==> src/rtl/clock_divider_prog.sv <==
// Runtime-programmable glitch-free clock divider.
// Generates a registered divided clock (clk_o) and a one-cycle tick_o strobe
// from clk_i. The divisor N is loadable at runtime. Divisor changes and
// start/stop requests only take effect at period boundaries, which are the
// edges where clk_o rises.
// Each period has ceil(N/2) high cycles followed by floor(N/2) low cycles.
//
// Handshake note: div_load_i is a single-cycle strobe with no back-pressure.
// div_i is captured on every edge where div_load_i is high, and the last
// capture before a boundary wins. en_i is a level request sampled on every
// edge.
module clock_divider_prog #(
  parameter int WIDTH       = 8,
  parameter int DEFAULT_DIV = 2
) (
  input  logic             clk_i,
  input  logic             rst_i,
  input  logic             en_i,
  input  logic [WIDTH-1:0] div_i,
  input  logic             div_load_i,
  output logic             clk_o,
  output logic             tick_o,
  output logic             running_o,
  output logic             pending_o,
  output logic [1:0]       state_o
);

  typedef enum logic [1:0] {
    IDLE     = 2'd0,
    RUN      = 2'd1,
    STOPPING = 2'd2
  } state_t;

  localparam logic [WIDTH-1:0] DEF_DIV = WIDTH'(DEFAULT_DIV);
  localparam logic [WIDTH-1:0] MIN_DIV = WIDTH'(2);

  state_t           state_q, state_d;
  logic [WIDTH-1:0] cnt_q, cnt_d;    // position inside the current period
  logic [WIDTH-1:0] div_q, div_d;    // divisor of the period in progress
  logic [WIDTH-1:0] pval_q, pval_d;  // divisor waiting for the next boundary
  logic             pend_q, pend_d;
  logic             clk_d, tick_d;

  logic [WIDTH-1:0] div_clamped;
  logic [WIDTH-1:0] cnt_inc;
  logic [WIDTH:0]   high_len;
  logic             last_cycle;

  // Divisors 0 and 1 cannot form a period, so they are treated as 2.
  assign div_clamped = (div_i < MIN_DIV) ? MIN_DIV : div_i;
  assign cnt_inc     = cnt_q + WIDTH'(1);
  // The extra bit keeps ceil(N/2) exact for N = 2^WIDTH-1.
  assign high_len    = ({1'b0, div_q} + (WIDTH+1)'(1)) >> 1;
  assign last_cycle  = (cnt_q == (div_q - WIDTH'(1)));

  // Next-state, counter, divisor bookkeeping and the next output levels.
  always_comb begin
    state_d = state_q;
    cnt_d   = cnt_q;
    div_d   = div_q;
    pval_d  = pval_q;
    pend_d  = pend_q;
    clk_d   = 1'b0;
    tick_d  = 1'b0;
    case (state_q)
      IDLE: begin
        // Nothing is in progress, so a load takes effect immediately.
        if (div_load_i) begin
          div_d  = div_clamped;
          pval_d = div_clamped;
        end
        if (en_i) begin
          state_d = RUN;
          cnt_d   = '0;
          clk_d   = 1'b1;
          tick_d  = 1'b1;
        end
      end
      RUN, STOPPING: begin
        if (last_cycle) begin
          cnt_d = '0;
          if (en_i) begin
            // Boundary: start a new period using the pending divisor, if any.
            // A load on this same edge only affects the following boundary.
            state_d = RUN;
            clk_d   = 1'b1;
            tick_d  = 1'b1;
            if (pend_q) div_d = pval_q;
            pend_d = div_load_i;
            if (div_load_i) pval_d = div_clamped;
          end else begin
            // The period is complete. Go idle with the newest divisor applied.
            state_d = IDLE;
            pend_d  = 1'b0;
            if (div_load_i) begin
              div_d  = div_clamped;
              pval_d = div_clamped;
            end else if (pend_q) begin
              div_d = pval_q;
            end
          end
        end else begin
          // Mid-period: keep the phase. en_i only chooses whether this period
          // is the last one.
          cnt_d   = cnt_inc;
          state_d = en_i ? RUN : STOPPING;
          clk_d   = ({1'b0, cnt_inc} < high_len);
          if (div_load_i) begin
            pval_d = div_clamped;
            pend_d = 1'b1;
          end
        end
      end
      default: state_d = IDLE;
    endcase
  end

  // State and output registers. Reset clears everything without needing a clock edge.
  always_ff @(posedge clk_i or posedge rst_i) begin
    if (rst_i) begin
      state_q <= IDLE;
      cnt_q   <= '0;
      div_q   <= DEF_DIV;
      pval_q  <= DEF_DIV;
      pend_q  <= 1'b0;
      clk_o   <= 1'b0;
      tick_o  <= 1'b0;
    end else begin
      state_q <= state_d;
      cnt_q   <= cnt_d;
      div_q   <= div_d;
      pval_q  <= pval_d;
      pend_q  <= pend_d;
      clk_o   <= clk_d;
      tick_o  <= tick_d;
    end
  end

  assign running_o = (state_q != IDLE);
  assign pending_o = pend_q;
  assign state_o   = state_q;

endmodule

==> config.mk <==
export PLATFORM = sky130hd
export DESIGN_NAME = clock_divider_prog
export DESIGN_NICKNAME = d
export VERILOG_FILES = /design/src/rtl/clock_divider_prog.sv
export SDC_FILE = /design/constraint.sdc
export NUM_CORES = 1
export LEC_CHECK = 0
export BUFFER_PORTS_ARGS = -buffer_cell sky130_fd_sc_hd__buf_4
export CAP_MARGIN = 20
export CORE_ASPECT_RATIO = 2
export CORE_UTILIZATION = 25
export DETAILED_ROUTE_END_ITERATION = 6
export GPL_TIMING_DRIVEN = 0
export PLACE_DENSITY = 0.47
export SLEW_MARGIN = 10
export SYNTH_ARGS = -nofsm -noshare
export SYNTH_HDL_FRONTEND = slang
export SYNTH_SLANG_ARGS = --single-unit
==> constraint.sdc <==
create_clock -name clk_i -period 5.9 [get_ports clk_i]
set_input_delay 0.59 -clock clk_i [delete_from_list [all_inputs] [get_ports clk_i]]
set_output_delay 0.59 -clock clk_i [all_outputs]
set_load 0.005 [all_outputs]
==> metrics.md <==
| Metric | Value |
|---|---|
| Outcome | `finished, final reports clean` |
| Post-Syn Area | `2200 um^2` |
| Final Cycle Share | `0.519` |
| Initial antenna violation count | `0` |
| Setup Total Neg Slack | `0 ns` |
| WS Path Type | `register to register` |
| FMAX | `0.327 GHz` |
| Maximum buffer depth of the clock tree | `2` |
| CTS tree | `yes` |
| Final ANT Viol Nets | `0` |
| Core Area | `8590 um^2` |
| Top FF cell, synth | `dfrtp_1` |
| Skew-Pair Late Insertion Delay | `0.28 ns` |
| Die Span Y | `roughly 130 um` |
| Hold Fails Final Rpt | `0` |
| First-pass GRT wire length | `roughly 9900 um` |
| Row Count | `48` |
| Fin area | `2600 um^2` |
| Die area | `about 9200 um^2` |
| Ant diodes | `0` |
| Area Growth Syn to Fin | `18.0%` |
| DP Wirelength | `4710 um` |
| Hold_buf cts | `0` |
| CP Launch Type | `register` |
| Vias in the first global route | `1916` |
| Max transition margin | `0.446` |
| Drt drc | `0` |
| Non-Filler Instances | `387` |
| Max-cap viol count | `0` |
| Slew @ Worst Pin | `0.828 ns` |
| LEAKAGE | `1.11 nW` |
| Yosys reg bits | `29` |
| Placed Area | `2450 um^2` |
| Number of H-tree levels | `2` |
| PD cells | `505 nW/um^2` |
| Vias/cell | `4.84` |
| Final Slew Violations | `0` |
| # IOs | `18` |
| Post-CTS sizing | `0` |
| Drt total wl | `between 5000 and 6000 um` |
| Starting density of the core | `0.256` |
| GRT Util Overall | `0.149` |
| RSZ-0062 raised after global routing | `false` |
| Clk root buf | `clkbuf_16` |
| Placed Cells incl. Taps | `roughly 380` |
| Final Net Count | `310` |
| Post-Syn Instances | `262` |
| Post-synth EDFFs | `0` |
| Clock Pin Slew Worst Setup and Hold Paths | `around 0.05 ns` |
| Synth Area per Inst | `8.40 um^2` |
| PortBufs | `17` |
| Skew final | `between 0.003 and 0.004 ns` |
| Via Count | `1872` |
| RD Place Congestion | `0.810` |
| Final setup viols | `0` |
| Initial DRC count | `29` |
| Largest net degree at the start of global routing | `30` |
| Layout cells sized above 1 | `0.164` |
| Unique masters post-synth | `45` |
| Asr flop ratio synth | `1.00` |
| Setup bufs post-CTS | `0` |
| Worst Path Max Fanout | `9` |
| Grt ovf | `0` |
| Sequential area share after synthesis | `0.331` |
| VDD IR max | `0.000269 V` |
| Clk sinks | `29` |
| Detailed-router iteration count before antenna repair | `4` |
| Min-delay worst type | `primary input to async pin` |
| WL/cell | `about 15 um` |
| Worst Path Arrival | `between 3 and 4 ns` |
| Element type at the critical path end | `register` |
| Post-Syn Nets | `286` |
| TritonCTS buffer count | `5` |
| Fin crit period | `3.06 ns` |
| Synth warn | `0` |
| Die width | `68.3 um` |
| Worst EP required | `6.03 ns` |
-- flip-flops by register name, summed over array words and instances, names as in the netlist --
name / count
clk_o: 1
cnt_q: 8
div_q: 8
pending_o: 1
pval_q: 8
state_o: 2
tick_o: 1
-- path summary, 6_finish.rpt --
kind / startpoint / endpoint / slack (ns) / cells past startpoint
worst max-delay path: div_q[1] / cnt_q[5] / 2.84 / 9
worst min-delay path: rst_i / clk_o / 0.41 / 2
worst max register to register: div_q[1] / cnt_q[5] / 2.84 / 9
worst min register to register: pval_q[1] / pval_q[1] / 0.48 / 2
max in group asynchronous: rst_i / div_q[2] / 5.06 / 2
min in group clk_i: pval_q[1] / pval_q[1] / 0.48 / 2
-- placed cells by master, fill, tap and decap left out, types with 3 or more instances in the layout --
cell type / Yosys / routed
nand2_1: 27 / 27
mux2_2: 6 / 6
xor2_1: 12 / 12
inv_1: 15 / 14
clkbuf_16: 0 / 5
ha_1: 12 / 12
xnor2_1: 10 / 10
or3_1: 8 / 8
o21ai_0: 27 / 27
and3_1: 4 / 4
nor2_1: 8 / 8
nand3_1: 8 / 8
nor3_1: 4 / 4
clkbuf_1: 9 / 9
nor4_1: 8 / 8
nand4_1: 3 / 3
buf_4: 0 / 17
nor2b_1: 18 / 18
dfrtp_1: 27 / 27
buf_2: 5 / 5
a211oi_1: 8 / 8
a21oi_1: 9 / 9
-- area by class of cell --
class,count,area (um^2)
clock buffers,5,125
multi-input cells,199,1320
flip-flops and latches,29,728
well taps,100,125
inverters,15,56.3
plain buffers,19,93.8
clock inverters,3,17.5
fillers,923,5990
repair buffers,17,128
-- cells in the mapped netlist (3+ instances only) --
cell	count	area, um^2
or3_1	8	50.1
nor3_1	4	20.0
xnor2_1	10	87.6
a211oi_1	8	60.1
buf_2	5	25.0
inv_1	15	56.3
o21ai_0	27	135
nor2b_1	18	113
xor2_1	12	105
nand3_1	8	40.0
clkbuf_1	9	33.8
nand4_1	3	18.8
a21oi_1	9	45.0
dfrtp_1	27	676
nand2_1	27	101
nor2_1	8	30.0
mux2_2	6	67.6
and3_1	4	25.0
nor4_1	8	50.1
ha_1	12	150
-- kinds of logic (layout without fill, tap and decap cells) --
kind of cell,count (synthesis),after routing,share of synthesized area
xor gates and xnor gates,22,22,0.0875
DFF,29,29,0.331
and+or+nand+nor,99,99,0.248
adders and majority gates,12,12,0.0682
AOI/OAI and AO/OA,60,60,0.166
muxes,6,6,0.0307
buffers and inverters,34,59,0.0682
-- stage by stage --
stage	hold slack (ns)	setup slack, ns	utilization	power (mW)
after detailed placement	0.480	2.82	0.286	1.08
after global placement	0.475	2.87	0.286	1.07
after global routing	0.485	2.59	0.302	1.44
after CTS	0.447	2.82	0.302	1.33
after floorplan	0.451	3.33	-	0.855
final	0.406	2.84	0.302	1.31
-- worst max-delay path, cell delays in order, from the launching register on --
cell	delay, ns
dfstp_2	0.63
inv_1	0.08
ha_1	0.18
clkbuf_2	0.17
o21ba_2	0.23
a221oi_1	0.29
a41oi_1	0.07
or3_1	0.36
o211ai_1	0.68
o21ai_0	0.20
-- layer usage --
metal  GRT usage  vias up  share of wire
met5           0        -              0
met4      0.0613        0          0.025
met1       0.141      878           0.34
met3      0.0203        8          0.017
met2       0.296       22           0.62
li1            -      964              -
-- where the power goes --
part           internal (mW)  switching (mW)
registers              0.268          0.0508
logic                  0.300           0.446
clock network          0.154          0.0929
Note: power is estimated with default switching activity, not from simulation.
